`src/rtl/cpu_request_sequencer.sv`:
```
`default_nettype none
// ============================================================================
// Module   : cpu_request_sequencer
// Brief    : Replays a programmable table of read/write requests into a
//            cache CPU port, one entry per hit_miss completion. Provides
//            start/done control, per-request timeout and stall statistics.
//            Optional macro CHECK_READ_DATA_EN adds per-entry expected read
//            data and a read-data mismatch counter.
// Revision : 1.0  initial release
// ============================================================================
module cpu_request_sequencer #(
    parameter int ADDR_WIDTH = 10,
    parameter int DATA_WIDTH = 32,
    parameter int DEPTH      = 16,
    parameter int IDX_WIDTH  = $clog2(DEPTH),
    parameter int TIMEOUT    = 64
) (
    input  logic                  clock,
    input  logic                  reset,
    input  logic                  start,
    input  logic [IDX_WIDTH:0]    num_req,
    input  logic                  prog_we,
    input  logic [IDX_WIDTH-1:0]  prog_idx,
    input  logic                  prog_rw,
    input  logic [ADDR_WIDTH-1:0] prog_addr,
    input  logic [DATA_WIDTH-1:0] prog_wdata,
    input  logic [DATA_WIDTH-1:0] prog_expect,
    input  logic                  hit_miss,
    input  logic [DATA_WIDTH-1:0] read_data,
    output logic                  req_valid,
    output logic                  read_write,
    output logic [ADDR_WIDTH-1:0] address,
    output logic [DATA_WIDTH-1:0] write_data,
    output logic [IDX_WIDTH-1:0]  req_index,
    output logic                  busy,
    output logic                  done,
    output logic                  timeout,
    output logic [15:0]           stall_cycles,
    output logic [IDX_WIDTH:0]    mismatch_count
);

    localparam logic [1:0]         c_IDLE    = 2'd0;
    localparam logic [1:0]         c_ISSUE   = 2'd1;
    localparam logic [1:0]         c_DONE    = 2'd2;
    localparam logic [IDX_WIDTH:0] c_DEPTH   = (IDX_WIDTH+1)'(DEPTH);
    localparam logic [15:0]        c_TO_LAST = 16'(TIMEOUT - 1);

    logic [1:0]            r_state;
    logic                  r_req_valid;
    logic                  r_busy;
    logic                  r_done;
    logic                  r_timeout;
    logic [IDX_WIDTH-1:0]  r_req_index;
    logic [IDX_WIDTH:0]    r_count;
    logic [15:0]           r_stall_cycles;
    logic [15:0]           r_req_stall;

    logic                  r_tab_rw    [DEPTH];
    logic [ADDR_WIDTH-1:0] r_tab_addr  [DEPTH];
    logic [DATA_WIDTH-1:0] r_tab_wdata [DEPTH];

    logic                  w_prog_ok;
    logic [IDX_WIDTH:0]    w_count;
    logic                  w_last;

    // Table is only writable while no run is in flight.
    assign w_prog_ok = prog_we && (r_state != c_ISSUE);
    // Requests beyond the table size are clamped to a full-table replay.
    assign w_count   = (num_req > c_DEPTH) ? c_DEPTH : num_req;
    assign w_last    = ({1'b0, r_req_index} == (r_count - 1'b1));

`ifdef CHECK_READ_DATA_EN
    logic [DATA_WIDTH-1:0] r_tab_expect [DEPTH];
    logic [IDX_WIDTH:0]    r_mismatch_count;
    logic                  w_rd_miss;

    // A completing read whose data differs from the programmed expectation.
    assign w_rd_miss      = !r_tab_rw[r_req_index] &&
                            (read_data != r_tab_expect[r_req_index]);
    assign mismatch_count = r_mismatch_count;

    // Expected-data storage, written alongside the rest of the entry.
    always_ff @(posedge clock) begin
        if (w_prog_ok) begin
            r_tab_expect[prog_idx] <= prog_expect;
        end
    end
`else
    logic w_unused;

    assign w_unused       = ^{prog_expect, read_data};
    assign mismatch_count = '0;
`endif

    // Request table write port; contents intentionally survive reset.
    always_ff @(posedge clock) begin
        if (w_prog_ok) begin
            r_tab_rw[prog_idx]    <= prog_rw;
            r_tab_addr[prog_idx]  <= prog_addr;
            r_tab_wdata[prog_idx] <= prog_wdata;
        end
    end

    // Run control FSM with registered status outputs and statistics.
    always_ff @(posedge clock) begin
        if (reset) begin
            r_state          <= c_IDLE;
            r_req_valid      <= 1'b0;
            r_busy           <= 1'b0;
            r_done           <= 1'b0;
            r_timeout        <= 1'b0;
            r_req_index      <= '0;
            r_count          <= '0;
            r_stall_cycles   <= '0;
            r_req_stall      <= '0;
`ifdef CHECK_READ_DATA_EN
            r_mismatch_count <= '0;
`endif
        end else begin
            case (r_state)
                c_IDLE, c_DONE: begin
                    if (start) begin
                        r_count          <= w_count;
                        r_req_index      <= '0;
                        r_stall_cycles   <= '0;
                        r_req_stall      <= '0;
                        r_timeout        <= 1'b0;
`ifdef CHECK_READ_DATA_EN
                        r_mismatch_count <= '0;
`endif
                        if (w_count == '0) begin
                            r_state     <= c_DONE;
                            r_done      <= 1'b1;
                            r_busy      <= 1'b0;
                            r_req_valid <= 1'b0;
                        end else begin
                            r_state     <= c_ISSUE;
                            r_done      <= 1'b0;
                            r_busy      <= 1'b1;
                            r_req_valid <= 1'b1;
                        end
                    end
                end
                c_ISSUE: begin
                    if (hit_miss) begin
                        r_req_stall <= '0;
`ifdef CHECK_READ_DATA_EN
                        if (w_rd_miss && (r_mismatch_count != '1)) begin
                            r_mismatch_count <= r_mismatch_count + 1'b1;
                        end
`endif
                        if (w_last) begin
                            r_state     <= c_DONE;
                            r_done      <= 1'b1;
                            r_busy      <= 1'b0;
                            r_req_valid <= 1'b0;
                        end else begin
                            r_req_index <= r_req_index + 1'b1;
                        end
                    end else begin
                        if (r_stall_cycles != 16'hFFFF) begin
                            r_stall_cycles <= r_stall_cycles + 16'd1;
                        end
                        if (r_req_stall != 16'hFFFF) begin
                            r_req_stall <= r_req_stall + 16'd1;
                        end
                        if ((TIMEOUT > 0) && (r_req_stall == c_TO_LAST)) begin
                            r_state     <= c_DONE;
                            r_done      <= 1'b1;
                            r_timeout   <= 1'b1;
                            r_busy      <= 1'b0;
                            r_req_valid <= 1'b0;
                        end
                    end
                end
                default: begin
                    r_state <= c_IDLE;
                end
            endcase
        end
    end

    // Request fields come straight from the table, forced to zero when idle.
    assign req_valid    = r_req_valid;
    assign read_write   = r_req_valid ? r_tab_rw[r_req_index]    : 1'b0;
    assign address      = r_req_valid ? r_tab_addr[r_req_index]  : '0;
    assign write_data   = r_req_valid ? r_tab_wdata[r_req_index] : '0;
    assign req_index    = r_req_index;
    assign busy         = r_busy;
    assign done         = r_done;
    assign timeout      = r_timeout;
    assign stall_cycles = r_stall_cycles;

endmodule
`default_nettype wire

```
`config.mk`:
```
export PLATFORM = sky130hd
export DESIGN_NAME = cpu_request_sequencer
export DESIGN_NICKNAME = d
export VERILOG_FILES = /design/src/rtl/cpu_request_sequencer.sv
export SDC_FILE = /design/constraint.sdc
export NUM_CORES = 1
export LEC_CHECK = 0
export CAP_MARGIN = 15
export CELL_PAD_IN_SITES_DETAIL_PLACEMENT = 0
export CELL_PAD_IN_SITES_GLOBAL_PLACEMENT = 2
export CORE_MARGIN = 1.5
export CORE_UTILIZATION = 35
export CTS_CLUSTER_DIAMETER = 30
export DETAILED_ROUTE_END_ITERATION = 12
export GPL_TIMING_DRIVEN = 0
export PLACE_DENSITY = 0.6
export SLEW_MARGIN = 0
export SYNTH_ARGS = -nofsm -noshare
export SYNTH_HDL_FRONTEND = slang
export SYNTH_SLANG_ARGS = --single-unit
```
`constraint.sdc`:
```
create_clock -name clock -period 9.6 [get_ports clock]
set_input_delay 1.92 -clock clock [delete_from_list [all_inputs] [get_ports clock]]
set_output_delay 1.92 -clock clock [all_outputs]
set_load 0.05 [all_outputs]
```
==> results.toml, run 1 <==
[worst_setup_path]
cp.arrival_ps = 4340
worstSetupPathType = "register to output port"
reg2reg_from = "r_state[1]"
cpLargestDelayFamily = "buffers and inverters"
rrSetupSlack_ps = 6910
path_cells = "buf_2 > buf_2 > buf_1 > mux4_2 > mux4_2 > and2_1 > clkdlybuf4s50_1"
startpoint_type = "register"
reg2reg_depth = 8
crit_path_top_delay_cell = "buf_1"
required_ps = 7680
worst-path-buf-inv = 4
timing.rr.end = "r_tab_wdata[1][5]"
critPathMaxFanout = 10
cp-end-kind = "output port"
max_stage_delay_ps = 760

[cells_and_area]
syn2layout_area_growth_pct = 31.49
num-nets-final = 1805
drive_gt1_share_pct = 31.34
fin_util_pct = 46.74

[global_route]
antenna_found_initial = 9
grt_usage_pct = 17.78
grt_max_degree = 22
grt_pass1_vias = 15783
grt.overflow.total = 0
grt_pass1_wl_um = 105700

[hold_path]
holdPathStages = 1
hold_class = "register to register"
holdPathEnd = "timeout"
min_from = "timeout"

[clock_tree]
cts_hold_buf = 0
htree_levels = 4
cts_resized = 0
cts_made_buffers = 158
insertion_delay_ps = 720
cts_tree = "yes"
post-cts-setup-buffers = 0
cts_root_buf = "clkbuf_16"
clk_pin_slew_ps = 50
clock-sinks = 738
clk_path_buf_depth = 3

[sta]
slew_viol_final = 0
max_slew_margin_pct = 33.86
min_period_over_period_pct = 65.17
whs_ps = 468.9
hold_viol_final = 0
worst_slack_ps = 3344
fmax_mhz = 159.8
rsz0062_at_grt = "no"
fin_crit_ps = 6256
worstMarginPinSlew_ps = 992.2
setup_viol = 0
skew_ps = 31.82

[die]
die-area_mm2 = 0.08392
fp.dieH_um = 289.7
rows = 104
ioPinCount = 193
fp.dieW_um = 289.7
start_util_pct = 35.54
core_area_mm2 = 0.08094

[synthesis]
synth_edf_count = 688
synth_cell_type_count = 55
syn_inst = 1340
ys_seq_area_share_pct = 75.30
ys_ff_latch = 738
yosysWarnings = 0
synthArstFlopShare_pct = 0
avgSynthCellArea_um2 = 21.47
synth_flop_cell = "edfxtp_1"
syn_area_mm2 = 0.02877

[job]
cap_violations = 0

[routing]
drt-total-wl_um = 72830
drc = 0
vias_per_cell = 5.171
drtIter0Drc = 1072
vias = 14846
wire_per_inst_um = 25.37
dr.pass1.iters = 7
ant_nets = 0

[power_and_ir_drop]
pwr_density_cell_mw_per_mm2 = 248.7
pwr-share-clk_pct = 58.1
p_comb_share_pct = 3.8
ir_drop_mv = 0.1649
intPower_mw = 7.388
p_seq_share_pct = 38.1
power.switching_mw = 2.020
p_sw_share_pct = 21.47
p_leak_nw = 11.93

[placement]
post-place-ws_ps = 4005
port_buffers = 123
place_hpwl_um = 45640
place.gp.congestion = 0.7294

[run_status]
status = "finished, final reports clean"
==> synthesized netlist by cell type, types with 2 or more instances <==
cell type	number	share of area, %
buf_1	13	0.17
mux4_2	215	17
a31o_2	2	0.061
inv_1	5	0.065
nor2b_1	3	0.065
a311oi_1	6	0.18
nand3_1	14	0.24
o21bai_1	2	0.052
ha_1	4	0.17
a21oi_1	19	0.33
o21ai_0	13	0.23
or3_1	5	0.11
buf_2	13	0.23
nand4_1	7	0.15
xnor2_1	19	0.58
clkbuf_1	26	0.34
buf_4	6	0.16
o211ai_1	4	0.10
buf_6	10	0.39
dfxtp_1	50	3.5
a31oi_1	4	0.087
or4_1	3	0.078
edfxtp_1	688	72
nor2_1	52	0.68
nand2_1	34	0.44
nand2b_1	9	0.20
o21a_1	2	0.052
a211oi_1	6	0.16
and3_1	3	0.065
nor3_1	14	0.24
nor4_1	5	0.11
nor3b_1	4	0.10
and2_1	46	1.0
o31ai_1	2	0.052
nand3b_1	7	0.18
a41oi_1	4	0.12
and4_1	3	0.091
==> through the flow <==
step,power [mW],area [um2],TNS [ps],cells
after global placement,3.987,31340,-191620,2527
after floorplan,3.831,28780,0,1344
final,9.408,37830,0,2871
after CTS,9.501,37790,0,2867
after detailed placement,4.002,32280,0,2578
after global routing,9.682,37820,0,2870
==> sequential cells by signal, indices dropped and copies added, names as in the netlist, named ones only <==
signal	count
r_tab_wdata	512
done	1
r_count	5
r_tab_addr	160
req_index	4
stall_cycles	16
r_state	2
timeout	1
busy	1
r_tab_rw	16
r_req_stall	16
==> per-layer routing <==
layer | wire length [um] | vias to the layer above | global-route usage (%) | part of all wire (%)
li1 | - | 6379 | - | -
met2 | 35630 | 456 | 28.60 | 49
met5 | 112 | - | 0 | 0.15
met1 | 31430 | 7866 | 23.78 | 43
met3 | 4114 | 129 | 4.184 | 5.6
met4 | 1543 | 16 | 6.075 | 2.1
==> kinds of logic after synthesis <==
kind of cell	synth area share (%)
other	0.01304
buffers and inverters	1.348
adders and majority gates	0.1740
and+or+nand+nor	3.984
muxes	16.87
xor gates and xnor gates	0.5785
DFF	75.30
AOI/OAI and AO/OA	1.740
==> layout make-up <==
class                           instances  area [um2]
Fill cell                            6804       43110
Sequential cell                       738       21660
Multi-Input combinational cell        533        6844
Clock buffer                          177        4066
Timing Repair Buffer                  176        2087
Clock inverter                        112        1449
Tap cell                             1060        1326
Buffer                                 68       369.1
Inverter                                5       18.77
Antenna cell                            2       5.005
==> power groups by stage <==
stage	logic, mW	registers (mW)	clock network, mW
global placement	0.344	3.64	0
CTS	0.365	3.58	5.55
finish	0.357	3.58	5.47
global route	0.384	3.58	5.72
detailed placement	0.365	3.64	0
floorplan	0.191	3.64	0
==> worst max-delay path by stage <==
stage,endpoint,cells after the start,slack [ps],start
after CTS,address[5],7,3240,register
after global routing,write_data[23],7,3170,register
after floorplan,r_tab_addr[0][0],2,3810,prog_idx[0]
after detailed placement,write_data[23],7,4000,register
final,address[5],7,3340,register
after global placement,r_tab_wdata[0][6],4,-1420,prog_we
==> layout by cell type, fill, tap and decap left out, types with 14 or more instances in the layout <==
cell type and n:
edfxtp_1 688, nand3_1 14, buf_6 32, bufinv_16 23, clkbuf_1 42, mux4_2 215, xnor2_1 19, nand2_1 34
clkdlybuf4s50_1 123, nor2_1 40, clkinv_2 22, dfxtp_1 50, a21oi_1 19, clkinv_1 26, and2_1 46, clkbuf_16 159
buf_12 19, clkinvlp_4 16
Note: power is estimated with default switching activity, not from simulation.
==> inputs of run 2 (changes only) <==
--- a/config.mk
+++ b/config.mk
@@ -13,7 +13,7 @@
 export CTS_CLUSTER_DIAMETER = 30
 export DETAILED_ROUTE_END_ITERATION = 12
 export GPL_TIMING_DRIVEN = 0
-export PLACE_DENSITY = 0.6
+export PLACE_DENSITY = 0.62
 export SLEW_MARGIN = 0
 export SYNTH_ARGS = -nofsm -noshare
 export SYNTH_HDL_FRONTEND = slang
==> constraint.sdc (replaced) <==
create_clock -name clock -period 5.2 [get_ports clock]
set_input_delay 1.04 -clock clock [delete_from_list [all_inputs] [get_ports clock]]
set_output_delay 1.04 -clock clock [all_outputs]
set_load 0.05 [all_outputs]
==> run 2 against run 1 <==
Against the previous run:
- count of clock-buffer cells in the layout up 7
- global-route usage fell by 0.21 points
- combinational power increased by 84%
- sequential share of layout area up 0.55 points
- non-clock buffer count decreased by 3
- critical path type unchanged
- critical endpoint is now write_data[30]
==> results.toml, run 2 (synthesized netlist as in run 1, its figures left out) <==
[routing]
drc = 0
wire_per_inst_um = 25.18
drtIter0Drc = 1108
vias_per_cell = 5.137
ant_nets = 0
drt-total-wl_um = 72120
dr.pass1.iters = 4
vias = 14713

[sta]
fmax_mhz = 197.3
min_period_over_period_pct = 97.49
setup_tns_ps = 0
fin_crit_ps = 5069
worstMarginPinSlew_ps = 1136
hold_viol_final = 0
skew_ps = 53.97
rsz0062_at_grt = "no"
setup_viol = 0
worst_slack_ps = 130.5
slew_viol_final = 0
max_slew_margin_pct = 24.25

[hold_path]
hold_class = "register to register"
min_from = "r_count[4]"

[power_and_ir_drop]
pwr_density_cell_mw_per_mm2 = 449.3
ir_drop_mv = 0.2816
p_leak_nw = 11.81
finalPower_mw = 16.83

[cells_and_area]
syn2layout_area_growth_pct = 30.24
fillers = 6807
largest_register = "r_tab_wdata"
final_cells = 2864
final_area_mm2 = 0.03747
multi_input_area_mm2 = 0.006844
seqCellArea_mm2 = 0.02166
drive_gt1_share_pct = 30.93
num-nets-final = 1799
final_common_cell = "edfxtp_1"
final_cell_mix = "edfxtp_1, mux4_2, clkbuf_16"
largestRegisters = "r_tab_wdata x512, r_tab_addr x160"
largest_reg_flops = 512

[worst_setup_path]
worstSetupPathType = "register to output port"
cp.arrival_ps = 4030
critPathMaxFanout = 10
startpoint_type = "register"
required_ps = 4160
reg2reg_from = "r_state[1]"
cp-end-kind = "output port"

[global_route]
grt_pass1_wl_um = 105200
grt_pass1_vias = 15871
grt.overflow.total = 0
grt_max_degree = 21
antenna_found_initial = 8
grt_usage_pct = 17.56

[placement]
post-place-ws_ps = 449.2
place_hpwl_um = 44890
port_buffers = 123
place_inst = 2575
placed_cell_area_mm2 = 0.03224
place.gp.congestion = 0.7700

[clock_tree]
cts_made_buffers = 155
clk_pin_slew_ps = 40
cts_tree = "yes"
cts_hold_buf = 0
clk_path_buf_depth = 3
htree_levels = 4
clock-sinks = 738
insertion_delay_ps = 720
cts_root_buf = "clkbuf_16"

[die]
ioPinCount = 193
rows = 104
fp.dieH_um = 289.7
start_util_pct = 35.54
die-area_mm2 = 0.08392
fp.dieW_um = 289.7
core_area_mm2 = 0.08094

[job]
cap_violations = 0

[run_status]
status = "finished, final reports clean"
run 2: cell count changes in the layout (fill, tap and decap cells not counted), sizes merged:
cell           previous run  this run
clkinv                   66        58
inv                      12        16
clkbuf                  203       210
clkdlybuf4s50           123       121
buf                      95        92
dlygate4sd2               0         2
diode                     2         3
bufinv                   23        16
clkinvlp                 16        15
run 2: final timing paths:
kind | to | slack [ps] | cells after the start
max | write_data[30] | 130 | 6
max reg2reg | r_tab_addr[0][3] | 2560 | 6
min reg2reg | r_count[4] | 480 | 2
min | r_count[4] | 480 | 2
run 2: cell type report:
class / instances / share of cell area [%]
timing repair buffer: 173 / 5.443
inverter: 5 / 0.05009
sequential: 738 / 57.81
buffer: 68 / 1.009
clock inverter: 100 / 3.109
antenna: 3 / 0.02004
clock buffer: 184 / 10.75
multi-input combinational: 533 / 18.27
tap: 1060 / 3.540
run 2: metrics by stage:
step,hold slack [ps],utilization (%)
floorplan,445.6,-
global placement,460.0,38.72
detailed placement,462.4,39.83
CTS,483.4,46.27
global route,514.7,46.29
finish,483.0,46.29
run 2: critical path, cell delays in order (launching register included):
cell             delay (ps)
dfxtp_1                 330
buf_2                   400
clkbuf_1                750
mux4_2                  400
mux4_2                  460
and2_1                  260
clkdlybuf4s50_1         730
run 2: metal layers:
layer / vias up / GRT usage, % / part of all wire, % / wire length [um]
met1: 7819 / 23.44 / 43 / 31320
met2: 410 / 28.34 / 49 / 35420
met4: 10 / 5.557 / 1.8 / 1326
met5: - / 0 / 0.097 / 70
met3: 117 / 4.364 / 5.5 / 3982
li1: 6357 / - / - / -
run 2: timing repair:
item,in CTS,in global routing
buffers inserted,0,0
gates resized for setup,21,3
endpoints found under the setup margin,40,16
run 2: power by group:
group / switching, mW / total (mW) / internal (mW)
logic: 0.401 / 0.656 / 0.255
clock network: 3.22 / 9.57 / 6.35
registers: 0.0261 / 6.61 / 6.59
total: 3.64 / 16.8 / 13.2
==> inputs of run 3 (changes only) <==
--- a/config.mk
+++ b/config.mk
@@ -13,6 +13,7 @@
 export CTS_CLUSTER_DIAMETER = 30
 export DETAILED_ROUTE_END_ITERATION = 12
 export GPL_TIMING_DRIVEN = 0
+export MAX_ROUTING_LAYER = met4
 export PLACE_DENSITY = 0.62
 export SLEW_MARGIN = 0
 export SYNTH_ARGS = -nofsm -noshare
==> run 3 against run 2 <==
Against the previous run:
- utilization barely moved
- largest power group unchanged
- critical path depth did not move
- count of clock-buffer cells in the layout did not move
- die area did not move
- critical endpoint is now address[9]
- combinational power barely moved
==> results.toml, run 3 (synthesized netlist as in run 1, its figures left out) <==
[power_and_ir_drop]
p_comb_share_pct = 3.9
pwr-share-clk_pct = 56.8
p_seq_share_pct = 39.3
intPower_mw = 13.19
p_leak_nw = 11.81
p_sw_share_pct = 21.65
ir_drop_mv = 0.2823
pwr_density_cell_mw_per_mm2 = 449.2
power.switching_mw = 3.645

[routing]
drt-total-wl_um = 72290
wire_per_inst_um = 25.20
ant_nets = 0
drc = 0
dr.pass1.iters = 5
vias = 14718
vias_per_cell = 5.130
drtIter0Drc = 1146

[global_route]
grt.overflow.total = 0
antenna_found_initial = 8
grt_pass1_wl_um = 105300
grt_pass1_vias = 15864
grt_usage_pct = 18.12
grt_max_degree = 21

[worst_setup_path]
path_cells = "buf_2 > clkbuf_1 > mux4_2 > mux4_2 > and2_1 > clkdlybuf4s50_1"
critPathMaxFanout = 10
max_stage_delay_ps = 750
cp-endpoint = "address[9]"
startpoint_type = "register"
reg2reg_from = "r_state[1]"
reg2reg_depth = 6
timing.rr.end = "r_tab_addr[0][3]"
rrSetupSlack_ps = 2560
crit_path_top_delay_cell = "clkbuf_1"
required_ps = 4160
critPathMostFrequentCell = "mux4_2"
cp.arrival_ps = 4010
cp-end-kind = "output port"
worstSetupPathType = "register to output port"

[die]
fp.dieH_um = 289.7
start_util_pct = 35.54
rows = 104
core_area_mm2 = 0.08094
fp.dieW_um = 289.7
ioPinCount = 193
die-area_mm2 = 0.08392

[cells_and_area]
fin_util_pct = 46.31
final_cell_mix = "edfxtp_1, mux4_2, clkbuf_16"
fillers = 6808
largestRegisters = "r_tab_wdata x512, r_tab_addr x160"
seqCellArea_mm2 = 0.02166
final_common_cell = "edfxtp_1"
largest_register = "r_tab_wdata"
final_area_mm2 = 0.03748
num-nets-final = 1799
final_cells = 2869
drive_gt1_share_pct = 30.93
largest_reg_flops = 512
syn2layout_area_growth_pct = 30.28
multi_input_area_mm2 = 0.006844

[sta]
max_slew_margin_pct = 24.64
rsz0062_at_grt = "no"
hold_viol_final = 0
skew_ps = 57.35
setup_viol = 0
slew_viol_final = 0
setup_tns_ps = 0
fin_crit_ps = 5053
worstMarginPinSlew_ps = 1130
min_period_over_period_pct = 97.17
fmax_mhz = 197.9

[placement]
port_buffers = 123
placed_cell_area_mm2 = 0.03224
place.gp.congestion = 0.7804
place_inst = 2575
place_hpwl_um = 44890

[clock_tree]
cts_made_buffers = 155
cts_root_buf = "clkbuf_16"
clk_pin_slew_ps = 40
htree_levels = 4
clock-sinks = 738
post-cts-setup-buffers = 0
cts_tree = "yes"
clk_path_buf_depth = 3
insertion_delay_ps = 730

[job]
cap_violations = 0

[run_status]
status = "finished, final reports clean"

[hold_path]
hold_class = "register to register"
## run 3: power by group through the flow
| stage | logic (mW) | registers [mW] | clock network [mW] |
|---|---|---|---|
| 2_1_floorplan | 0.352 | 6.72 | 0 |
| 3_3_place_gp | 0.631 | 6.72 | 0 |
| 3_5_place_dp | 0.671 | 6.72 | 0 |
| 4_1_cts | 0.672 | 6.61 | 9.72 |
| 5_1_grt | 0.705 | 6.61 | 10.0 |
| 6_report | 0.657 | 6.61 | 9.57 |
## run 3: through the flow
stage	setup WS, ps	hold WS (ps)	power (mW)
finish	146.9	482.9	16.83
global placement	-4781	460.0	7.355
detailed placement	449.2	462.4	7.386
global route	11.04	514.7	17.33
floorplan	286.0	445.6	7.073
CTS	3.604	483.4	17.00
## run 3: layout make-up
cell class / count / area share (%)
sequential: 738 / 57.79
multi-input combinational: 533 / 18.26
clock buffer: 184 / 10.75
timing repair buffer: 173 / 5.442
tap: 1060 / 3.539
clock inverter: 100 / 3.108
buffer: 68 / 1.008
antenna: 8 / 0.05341
inverter: 5 / 0.05008
## run 3: layer usage
metal	GRT usage [%]	routed length (um)
met2	28.29	35480
met5	-	0
met3	4.246	4018
met1	23.54	31420
met4	5.661	1370
## run 3: critical path: cells and delay by family (launching register included)
family	cells	cell delay [ps]
AND/OR/NAND/NOR	1	230
flip-flops	1	330
buffers and inverters	3	1870
multiplexers	2	900
## run 3: timing repair
| item | in CTS | in global routing |
|---|---|---|
| hold buffers | 0 | 0 |
| resized for setup | 21 | 3 |
| setup endpoints to repair | 40 | 17 |
## run 3: worst min path at each step
stage	startpoint	to	slack, ps	cells past startpoint
2_1_floorplan	r_count[1]	r_count[1]	450	2
3_3_place_gp	timeout	timeout	460	1
3_5_place_dp	timeout	timeout	460	1
4_1_cts	timeout	timeout	480	1
5_1_grt	r_count[3]	r_count[3]	510	2
6_report	r_count[4]	r_count[4]	480	2
